File: src/rtl/gray_pkg.sv
// gray_pkg -- shared helpers for Gray-coded FIFO pointer handling.
//   bin2gray / gray2bin : conversions on a word of up to GP_MAXW bits.
//                         Zero-extended narrower pointers convert correctly,
//                         because leading zeros stay zeros in both directions.
//   onehot0             : true when at most one bit of the argument is set.
//   ptr_flags_t         : occupancy status bundle used by gray_ptr_sync.
package gray_pkg;

  localparam int GP_MAXW = 32;

  typedef logic [GP_MAXW-1:0] gp_word_t;

  typedef struct packed {
    logic empty;
    logic full;
    logic almost_full;
  } ptr_flags_t;

  function automatic gp_word_t bin2gray(input gp_word_t b);
    return b ^ (b >> 1);
  endfunction

  function automatic gp_word_t gray2bin(input gp_word_t g);
    gp_word_t b;
    b[GP_MAXW-1] = g[GP_MAXW-1];
    for (int i = GP_MAXW - 2; i >= 0; i--) b[i] = b[i+1] ^ g[i];
    return b;
  endfunction

  function automatic logic onehot0(input gp_word_t v);
    return (v & (v - gp_word_t'(1))) == '0;
  endfunction

endpackage

File: src/rtl/sync_chain.sv
// sync_chain -- plain multi-flop synchronizer for a Gray-coded bus.
//   CLK : destination clock
//   RST : asynchronous active-high reset, clears every stage
//   d   : asynchronous input, lands directly on the first flop
//   q   : output of the last stage
module sync_chain #(
  parameter int width       = 10,
  parameter int SYNC_STAGES = 2
) (
  input  logic             CLK,
  input  logic             RST,
  input  logic [width-1:0] d,
  output logic [width-1:0] q
);

  logic [SYNC_STAGES-1:0][width-1:0] stg_q, stg_d;

  // Stage 0 takes d with nothing in front of it; later stages shift.
  always_comb begin
    stg_d = {stg_q[SYNC_STAGES-2:0], d};
  end

  always_ff @(posedge CLK or posedge RST) begin
    if (RST) stg_q <= '0;
    else     stg_q <= stg_d;
  end

  assign q = stg_q[SYNC_STAGES-1];

endmodule

File: src/rtl/gray_ptr_sync.sv
// gray_ptr_sync -- brings the peer-domain Gray pointer of an async FIFO into
// the local clock domain and derives occupancy and status flags.
//   CLK, RST          : local clock, asynchronous active-high reset
//   remoteGray        : peer Gray pointer (asynchronous to CLK)
//   localBin          : local binary pointer (synchronous to CLK)
//   remoteBin         : synchronized peer pointer, binary, registered
//   remoteBin__RDY    : synchronizer warmed up after reset
//   count             : occupancy seen from this side (mod 2**width)
//   empty/full/almostFull : status flags, live on localBin
//   syncError         : sticky; illegal Gray step or occupancy out of range
//   clearError__ENA/RDY : clears syncError (RDY always 1)
module gray_ptr_sync
  import gray_pkg::*;
#(
  parameter int width       = 10,
  parameter int SYNC_STAGES = 2,
  parameter int WRITE_SIDE  = 1,
  parameter int AF_THRESH   = 2**(width-1) - 2
) (
  input  logic             CLK,
  input  logic             RST,
  input  logic [width-1:0] remoteGray,
  input  logic [width-1:0] localBin,
  output logic [width-1:0] remoteBin,
  output logic             remoteBin__RDY,
  output logic [width-1:0] count,
  output logic             empty,
  output logic             full,
  output logic             almostFull,
  output logic             syncError,
  input  logic             clearError__ENA,
  output logic             clearError__RDY
);

  localparam logic [width-1:0] HALF = {1'b1, {(width-1){1'b0}}};
  localparam logic [width-1:0] AF_T = width'(AF_THRESH);

  logic [width-1:0]     sync_gray;
  logic [width-1:0]     prev_q, prev_d;
  logic [width-1:0]     rbin_q, rbin_d;
  logic [SYNC_STAGES:0] vld_pipe_q, vld_pipe_d;
  logic                 err_q, err_d;
  logic                 rdy;
  logic [width-1:0]     cnt;
  logic                 gray_bad, occ_bad;
  ptr_flags_t           flg;

  sync_chain #(.width(width), .SYNC_STAGES(SYNC_STAGES)) u_sync (
    .CLK (CLK),
    .RST (RST),
    .d   (remoteGray),
    .q   (sync_gray)
  );

  // Warm-up: a 1 walks up the shift register; its top bit is the ready flag,
  // reaching it SYNC_STAGES+1 edges after reset, same as the data latency.
  assign rdy = vld_pipe_q[SYNC_STAGES];

  always_comb begin
    prev_d     = sync_gray;
    rbin_d     = width'(gray2bin(gp_word_t'(sync_gray)));
    vld_pipe_d = {vld_pipe_q[SYNC_STAGES-1:0], 1'b1};

    // Uses the live local pointer so flags never lag the local side.
    if (WRITE_SIDE != 0) cnt = localBin - rbin_q;
    else                 cnt = rbin_q - localBin;

    gray_bad = !onehot0(gp_word_t'(sync_gray ^ prev_q));
    occ_bad  = cnt > HALF;

    // Set dominates clear.
    err_d = (rdy & (gray_bad | occ_bad)) | (err_q & ~clearError__ENA);

    // Until warmed up, block the local side: writer sees full, reader empty.
    flg.empty       = (cnt == '0)  | (~rdy & (WRITE_SIDE == 0));
    flg.full        = (cnt == HALF) | (~rdy & (WRITE_SIDE != 0));
    flg.almost_full = cnt >= AF_T;
  end

  always_ff @(posedge CLK or posedge RST) begin
    if (RST) begin
      prev_q     <= '0;
      rbin_q     <= '0;
      vld_pipe_q <= '0;
      err_q      <= 1'b0;
    end else begin
      prev_q     <= prev_d;
      rbin_q     <= rbin_d;
      vld_pipe_q <= vld_pipe_d;
      err_q      <= err_d;
    end
  end

  assign remoteBin       = rbin_q;
  assign remoteBin__RDY  = rdy;
  assign count           = cnt;
  assign empty           = flg.empty;
  assign full            = flg.full;
  assign almostFull      = flg.almost_full;
  assign syncError       = err_q;
  assign clearError__RDY = 1'b1;

endmodule

File: config.mk
export PLATFORM = sky130hd
export DESIGN_NAME = gray_ptr_sync
export DESIGN_NICKNAME = d
export VERILOG_FILES = /design/src/rtl/gray_pkg.sv /design/src/rtl/sync_chain.sv /design/src/rtl/gray_ptr_sync.sv
export SDC_FILE = /design/constraint.sdc
export NUM_CORES = 1
export LEC_CHECK = 0
export BUFFER_PORTS_ARGS = -buffer_cell sky130_fd_sc_hd__buf_2
export CAP_MARGIN = 0
export CORE_UTILIZATION = 45
export CTS_CLUSTER_DIAMETER = 40
export DETAILED_ROUTE_END_ITERATION = 12
export PLACE_DENSITY = 0.68
export SYNTH_ARGS = -nofsm -noshare
export SYNTH_HDL_FRONTEND = slang
export SYNTH_SLANG_ARGS = --single-unit
File: constraint.sdc
create_clock -name CLK -period 3.5 [get_ports CLK]
set_input_delay 0.175 -clock CLK [delete_from_list [all_inputs] [get_ports CLK]]
set_output_delay 0.175 -clock CLK [all_outputs]
set_load 0.03 [all_outputs]
==> results of run 1 <==
[flip-flops by register name, indices dropped and copies added, names as in the netlist]
signal	cells
prev_q	10
syncError	1
u_sync.stg_d	10
vld_pipe_q	3
remoteBin	9
u_sync.q	10
[cells by family after synthesis]
logic type | synth area share
other | 0.001784
AOI/OAI and AO/OA | 0.1202
xor gates and xnor gates | 0.1262
DFF | 0.5119
and+or+nand+nor | 0.1167
muxes | 0.009524
adders and majority gates | 0.06905
buffers and inverters | 0.04464
[stage by stage]
stage	area [um2]	worst slack, ps	std cells	hold slack [ps]	power (mW)
floorplan	2106	233.6	187	206.4	1.259
global placement	2387	624.4	282	282.5	1.463
detailed placement	2387	593.2	282	284.3	1.470
CTS	2575	256.6	299	33.13	1.783
global route	2575	88.79	299	65.61	1.886
finish	2575	282.7	299	19.70	1.767
[timing repair]
action	CTS	global route
resized for setup	0	0
endpoints found under the hold margin	10	0
hold buffers	10	0
[power groups by stage]
stage	clock network [mW]	logic (mW)	registers, mW
5_1_grt	0.331	0.964	0.590
2_1_floorplan	0	0.602	0.657
3_3_place_gp	0	0.873	0.590
6_report	0.301	0.884	0.582
4_1_cts	0.313	0.887	0.583
3_5_place_dp	0	0.877	0.593
[cell usage in the layout (no fill, tap or decap), types with 4 or more instances in the layout]
master	Yosys	routed
a211oi_1	4	4
a21o_1	4	4
a21oi_1	9	9
buf_2	0	47
clkbuf_8	0	6
dfrtp_1	43	43
dlygate4sd3_1	0	10
ha_1	10	10
inv_1	18	18
nand2_1	8	8
nand3_1	5	5
nor2_1	10	10
nor2b_1	4	4
o21ai_0	7	7
xnor2_1	6	6
xor2_1	14	14
[per-layer routing]
metal  share of wire  track usage
met2            0.49       0.2698
met3           0.048      0.03319
met1            0.43       0.1954
met5               0            0
met4           0.028      0.08222
[cell type report]
type                       count  share of cell area
sequential                    43              0.4179
multi-input combinational    121              0.3635
timing repair buffer          58              0.1331
clock buffer                   6             0.03207
inverter                      18             0.02624
tap                           52             0.02527
clock inverter                 1            0.001944
[worst max path at each step]
stage,from,end,slack [ps]
6_report,remoteBin[0],full,280
5_1_grt,remoteBin[0],full,90
4_1_cts,remoteBin[0],full,260
3_5_place_dp,remoteBin[0],full,590
3_3_place_gp,remoteBin[0],full,620
2_1_floorplan,remoteBin[2],almostFull,230
[worst max-delay path: cells and delay by family, from the launching register on]
| family | cells | cell delay [ps] |
|---|---|---|
| compound gates | 2 | 440 |
| xor+xnor | 1 | 160 |
| buf+inv | 2 | 230 |
| fa+ha+maj | 2 | 570 |
| simple gates | 3 | 980 |
| flops | 1 | 380 |
==> flow_summary.yaml, run 1 <==
run_status:
  status: "completed"
grt:
  grt_pass1_wl_um: 6223
  grt_max_degree: 23
  grt_pass1_vias: 1478
  antenna_found_initial: 0
  grt.overflow.total: 0
  grt.total_usage: 0.1611
layout:
  synthToLayoutAreaGrowth_pct: 22.50
  post-route-util: 0.5833
  fillers: 368
  multi_input_area_um2: 935.9
  layout-drive-gt1-share: 0.2672
  fin_nets: 281
  antenna_cells: 0
  seq_area_um2: 1076
worst_setup_path:
  worstReg2RegStart: "remoteBin[0]"
  timing.rr.end: "syncError"
  cp_max_fo: 3
  worstPathRequired_ps: 3320
  startpoint_type: "register"
  rrSetupSlack_ps: 740
  critPathSlowestCell: "or4_1"
  end_kind: "primary output"
  cp_data_arrival_time_ps: 3040
  rr_worst_depth: 9
  path_cells: "ha_1, inv_1, fa_1, a211oi_2, nor2_1, xor2_1, or4_1, nor4b_2, a21o_1, buf_2"
  crit_path_max_incr_delay_ps: 580
  critPathKind: "register to primary output"
timing:
  slew_headroom: 0.4812
  finalSetupViolCount: 0
  max_freq_mhz: 310.8
  grt_setup_unrepaired: "no"
  final-hold-violation-count: 0
  tns_ps: 0
  drv_slew: 0
  finalCritPeriodShare: 0.9192
  worstMarginPinSlew_ps: 777.4
  fin_worst_skew_ps: 4.271
  finalCriticalPeriod_ps: 3217
clock_tree:
  h-tree-depth: 2
  clk_latency_ps: 280
  clockBufferDepth: 2
  cts_tree: "yes"
  cts_buffers: 5
  postCtsSetupBuffers: 0
  cts.sinks: 43
  clk_pin_slew_ps: 70
  cts.root.buffer_cell: "clkbuf_8"
yosys:
  synth_area_leaders: "dfrtp_1, ha_1, xor2_1"
  ys_seq_elements: 43
  yosysTopAreaCellShare: 0.5119
  synth_common_cells: "dfrtp_1, inv_1, xor2_1"
  synthArstFlopShare: 1.000
  postSynthAreaPerCell_um2: 11.30
  yosys_warnings: 0
  yosysTopAreaCell: "dfrtp_1"
  ys_seq_area_frac: 0.5119
  netlist_instances: 186
  synth-edff-count: 0
  yosys.cell_types.count: 45
  synthFlopType: "dfrtp_1"
  post-synth-top-count-cell: "dfrtp_1"
  syn_area_um2: 2102
die:
  coreArea_um2: 4414
  die_area_um2: 4948
  rows: 24
  initial_core_util: 0.4762
  ios: 49
  die_h_um: 70.35
  die_x_um: 70.35
pwr:
  p_comb_frac: 0.500
  leakage_nw: 1.262
  switching_share: 0.4286
  powerDensity_nw_per_um2: 686.3
  clkPwrFrac: 0.170
  p_int_mw: 1.010
  pwr-share-seq: 0.330
  ir_worst_vdd_mv: 0.3607
  p_switching_uw: 757.5
routing:
  drc: 0
  drtIter0Drc: 88
  wl_per_cell_um: 11.70
  vias_per_cell: 4.973
  totalWireLength_um: 3497
  dr.pass1.iters: 4
  vias: 1487
  ant_nets: 0
placed_design:
  numPortBuffers: 47
  dp_hpwl_um: 2737
  gp_congestion: 0.8115
min_path:
  min-delay-path-class: "input pin to asynchronous set/reset pin"
job:
  drv_cap: 0
Power figures use the tool's default switching activity.
==> inputs of run 2 (changes only) <==
--- a/config.mk
+++ b/config.mk
@@ -15,2 +15,3 @@
 export SYNTH_HDL_FRONTEND = slang
 export SYNTH_SLANG_ARGS = --single-unit
+export TNS_END_PERCENT = 5
==> constraint.sdc (replaced) <==
create_clock -name CLK -period 3.5 [get_ports CLK]
set_input_delay 1.05 -clock CLK [delete_from_list [all_inputs] [get_ports CLK]]
set_output_delay 1.05 -clock CLK [all_outputs]
set_load 0.03 [all_outputs]
==> flow_summary.yaml, run 2 (synthesis gave the netlist of run 1 again) <==
clock_tree:
  cts_tree: "yes"
  clk_latency_ps: 280
  cts.root.buffer_cell: "clkbuf_8"
  h-tree-depth: 2
  clk_pin_slew_ps: 70
  cts.sinks: 43
  cts_buffers: 5
  clockBufferDepth: 2
run_status:
  violations: "setup timing"
  status: "finished with violations"
worst_setup_path:
  rrSetupSlack_ps: 940
  rr_worst_depth: 10
  cp_data_arrival_time_ps: 3270
  startpoint_type: "input pin"
  timing.rr.end: "syncError"
  end_kind: "primary output"
  cp_max_fo: 2
  worstPathRequired_ps: 2450
  worstReg2RegStart: "remoteBin[0]"
  critPathKind: "input pin to primary output"
layout:
  layout-drive-gt1-share: 0.4307
  final_common_cell: "dfrtp_1"
  synthToLayoutAreaGrowth_pct: 38.81
  fin_nets: 301
  antenna_cells: 0
  fillers: 348
  final_cell_mix: "dfrtp_1, buf_2, buf_4"
timing:
  worstMarginPinSlew_ps: 500.1
  slew_headroom: 0.6666
  final-hold-violation-count: 0
  holdWs_ps: 348.2
  grt_setup_unrepaired: "yes"
  fin_worst_skew_ps: 4.939
  finalCriticalPeriod_ps: 4319
  max_freq_mhz: 231.5
  finalSetupViolCount: 9
  finalCritPeriodShare: 1.234
  drv_slew: 0
  layout_setup_ws_ps: -819.2
min_path:
  hold_start: "u_sync.stg_d[10]"
  hold_depth: 0
  min-delay-path-class: "register to register"
  holdPathEnd: "u_sync.q[0]"
pwr:
  leakage_nw: 1.420
  powerDensity_nw_per_um2: 731.6
  ir_worst_vdd_mv: 0.4065
grt:
  antenna_found_initial: 0
  grt_pass1_vias: 1567
  grt.overflow.total: 0
  grt.total_usage: 0.1789
  grt_max_degree: 44
  grt_pass1_wl_um: 6837
routing:
  ant_nets: 0
  vias: 1581
  drc: 0
  dr.pass1.iters: 4
  vias_per_cell: 4.956
  totalWireLength_um: 3949
  drtIter0Drc: 34
  wl_per_cell_um: 12.38
die:
  die_h_um: 70.35
  die_x_um: 70.35
  initial_core_util: 0.4762
  ios: 49
  coreArea_um2: 4414
  rows: 24
  die_area_um2: 4948
placed_design:
  gp_congestion: 0.7235
  numPortBuffers: 47
  pre_cts_ws_ps: -918.3
  dp_hpwl_um: 3044
job:
  drv_cap: 0
run 2: cell count changes in the layout (fill, tap and decap cells not counted), moves of 9 or more:
cell	delta
buf_2	-10
dlygate4sd3_1	-10
buf_6	+9
buf_4	+29
run 2: worst max-delay path by stage:
stage	to	slack, ps	start	cells past startpoint
2_1_floorplan	full	-640	localBin[0]	10
3_3_place_gp	full	-880	localBin[0]	12
3_5_place_dp	full	-920	localBin[0]	12
4_1_cts	full	-860	localBin[0]	12
5_1_grt	full	-920	localBin[0]	12
6_report	full	-820	localBin[0]	12
run 2: routing by layer:
metal  share of wire  wire [um]  GRT usage  up-vias
li1                -          -          -      784
met1            0.41       1621     0.2073      750
met2            0.54       2138     0.3196       41
met3           0.033        132    0.04040        6
met4           0.014         57    0.06667        0
met5               0          0          0        -
run 2: final cells by class:
class                   instances  area (um2)  share of cell area
clock buffers                   6       82.58             0.02830
clock inverters                 1       5.005            0.001715
inverters                      18       80.08             0.02744
multi-input cells             121        1075              0.3684
flip-flops and latches         43        1076              0.3688
well taps                      52       65.06             0.02230
repair buffers                 78       534.3              0.1831
run 2: stage by stage:
| stage | setup TNS [ps] | power, mW | cells | utilization | area, um2 |
|---|---|---|---|---|---|
| after floorplan | -2228 | 1.326 | 187 | - | 2191 |
| after global placement | -4198 | 1.691 | 311 | 0.6094 | 2690 |
| after detailed placement | -4403 | 1.709 | 311 | 0.6094 | 2690 |
| after CTS | -3137 | 2.111 | 319 | 0.6536 | 2885 |
| after global routing | -3821 | 2.278 | 319 | 0.6610 | 2918 |
| final | -3008 | 2.135 | 319 | 0.6610 | 2918 |
run 2: critical path: stages:
cell and delay (ps):
buf_8 110, inv_12 40, ha_4 110, inv_2 30, fa_2 360, a211oi_4 260, nor2_2 80, xor2_2 150
or4_4 450, nor4b_4 320, a21o_2 170, buf_6 130
run 2: power by group:
| group | total (mW) | switching (mW) | internal [mW] |
|---|---|---|---|
| clock network | 0.294 | 0.140 | 0.154 |
| logic | 1.26 | 0.696 | 0.561 |
| registers | 0.583 | 0.0335 | 0.550 |
run 2: timing repair:
action,4_1_cts,5_1_grt
setup endpoints to repair,9,10
pin swaps,7,5
hold buffers,0,0
setup buffers,1,0
gates resized for setup,29,8
==> inputs of run 3 (changes only) <==
Settings changed: ABC_AREA set to 1, CORE_MARGIN set to 3, PLACE_DENSITY 0.68 to 0.67.
==> flow_summary.yaml, run 3 <==
routing:
  totalWireLength_um: 3790
  dr.pass1.iters: 4
  drtIter0Drc: 12
  drc: 0
  wl_per_cell_um: 10.89
  vias_per_cell: 4.741
  vias: 1650
  ant_nets: 0
die:
  coreArea_um2: 4474
  die_h_um: 74.87
  ios: 49
  die_area_um2: 5606
  die_x_um: 74.87
  initial_core_util: 0.4771
  rows: 24
grt:
  met1_usage: 0.1592
  met3_usage: 0.03605
  grt.total_usage: 0.1458
  gr-usage-met2: 0.2679
  grt.overflow.total: 0
  top_usage_layer: "met2"
  grt_pass1_vias: 1535
  antenna_found_initial: 0
  grt_pass1_wl_um: 6141
  grt_max_degree: 44
clock_tree:
  cts_tree: "yes"
  h-tree-depth: 2
  cts_buffers: 5
  postCtsSetupBuffers: 0
  clk_pin_slew_ps: 70
  clockBufferDepth: 2
  clk_latency_ps: 290
  cts.sinks: 43
  cts.root.buffer_cell: "clkbuf_8"
worst_setup_path:
  crit_top_cell: "nand2_2"
  path_delay_family: "simple AND/OR/NAND/NOR gates"
  startpoint_type: "input pin"
  path_cells: "buf_8, inv_12, ha_4, inv_2, fa_2, nand3_2, nand3_4, nand2_2, nand2_2, a21oi_4, xnor2_4, nand4_1, o21ai_4, buf_6"
  timing.critical_path.from: "localBin[0]"
  cp_max_fo: 4
  crit_path_max_incr_delay_ps: 360
  critPathKind: "input pin to primary output"
  cp_data_arrival_time_ps: 2840
  worstReg2RegStart: "remoteBin[0]"
  path_buf_inv: 4
  critPathSlowestCell: "fa_2"
  worstPathRequired_ps: 2450
  end_kind: "primary output"
run_status:
  status: "finished with violations"
  violations: "setup timing"
timing:
  max_freq_mhz: 256.9
  final-hold-violation-count: 0
  grt_setup_unrepaired: "yes"
  fin_worst_skew_ps: 5.306
  layout_setup_ws_ps: -392.7
  finalCriticalPeriod_ps: 3893
  finalCritPeriodShare: 1.112
  finalSetupViolCount: 6
  tns_ps: -1421
  worstMarginPinSlew_ps: 511.6
  drv_slew: 0
  slew_headroom: 0.6590
yosys:
  postSynthAreaPerCell_um2: 9.403
  synthArstFlopShare: 1.000
  synth_common_cells: "dfrtp_1, nand2_1, inv_1"
  ys_seq_elements: 43
  synth-edff-count: 0
  post-synth-top-count-cell: "dfrtp_1"
  yosys_warnings: 0
  ys_seq_area_frac: 0.5041
  yosys.cell_types.count: 29
  netlist_instances: 227
  syn_area_um2: 2135
  synth_area_leaders: "dfrtp_1, nand2_1, inv_1"
  synthFlopType: "dfrtp_1"
  yosysTopAreaCell: "dfrtp_1"
  yosysTopAreaCellShare: 0.5041
pwr:
  p_int_uw: 963.1
  p_switching_uw: 529.4
  pwr-share-seq: 0.370
  switching_share: 0.3547
  ir_worst_vdd_mv: 0.3487
  p_comb_frac: 0.387
  clkPwrFrac: 0.243
  power_mw: 1.493
  leakage_nw: 1.482
  powerDensity_nw_per_um2: 512.0
placed_design:
  gp_congestion: 0.8160
  dp_hpwl_um: 3089
  placedCellCount: 341
  numPortBuffers: 47
job:
  drv_cap: 0
layout:
  final_common_cell: "dfrtp_1"
  fillers: 373
  synthToLayoutAreaGrowth_pct: 36.58
  final_cell_mix: "dfrtp_1, buf_2, nand2_1"
  layoutNonFillerInstCount: 348
  antenna_cells: 0
  layout-drive-gt1-share: 0.3953
  post-route-util: 0.6516
  fin_nets: 330
min_path:
  min-delay-path-class: "register to register"
  hold_start: "u_sync.stg_d[19]"
run 3: cell count changes after synthesis, sizes merged, moves of 5 or more:
cell	change
nand3	+25
inv	+22
a211oi	-5
nand2	+40
xor2	-5
nor2	-5
run 3: timing repair:
action                                  in CTS  in global routing
hold endpoints to repair                     0                  0
resized for setup                           28                  2
pin swaps                                    9                  1
hold buffers                                 0                  0
endpoints found under the setup margin       8                  7
cloned                                       0                  0
run 3: cell families after synthesis:
family | synth area share
simple gates | 0.2210
other cells | 0.001757
compound gates | 0.05451
flops | 0.5041
buf+inv | 0.07737
xor+xnor | 0.07328
fa+ha+maj | 0.06800
run 3: layout make-up:
type,instances,area [um2],area share
Clock inverter,2,37.54,0.01288
Timing Repair Buffer,63,400.4,0.1373
Multi-Input combinational cell,143,1105,0.3790
Clock buffer,5,68.82,0.02361
Inverter,40,162.7,0.05579
Sequential cell,43,1076,0.3691
Tap cell,52,65.06,0.02232
run 3: stage by stage:
stage / hold WS [ps] / setup WS [ps] / instance area (um2)
finish: 350.7 / -392.7 / 2915
global route: 360.6 / -488.9 / 2915
CTS: 352.4 / -407.6 / 2899
detailed placement: 334.7 / -602.4 / 2670
global placement: 331.6 / -563.4 / 2670
floorplan: 331.2 / -351.2 / 2265
run 3: path summary, 6_finish.rpt:
path	end	slack [ps]	cells past startpoint
worst min register to register	u_sync.q[9]	350	0
worst max-delay path	almostFull	-390	14
min in group asynchronous	prev_q[3]	880	3
max in group asynchronous	remoteBin[0]	2270	3
worst max register to register	syncError	1360	14
worst min-delay path	u_sync.q[9]	350	0
run 3: power groups by stage:
stage / logic (mW) / clock network [mW] / registers, mW
CTS: 0.579 / 0.378 / 0.553
finish: 0.577 / 0.363 / 0.553
global route: 0.632 / 0.401 / 0.557
global placement: 0.518 / 0 / 0.561
detailed placement: 0.528 / 0 / 0.563
floorplan: 0.353 / 0 / 0.588
run 3: routing by layer:
layer | part of all wire | vias to the layer above
met1 | 0.43 | 753
met4 | 0.016 | 0
met2 | 0.51 | 41
met5 | 0 | -
met3 | 0.045 | 7
li1 | - | 849
run 3: worst reg2reg max path, cell delays in order (launching register included):
cell and delay, ps:
dfrtp_1 410, ha_4 140, inv_2 30, fa_2 360, nand3_2 90, nand3_4 90
nand2_2 80, nand2_2 60, a21oi_4 170, xnor2_4 100, nor2_2 140, nand3_4 100
buf_4 140, nand3_1 60, nand3_1 70
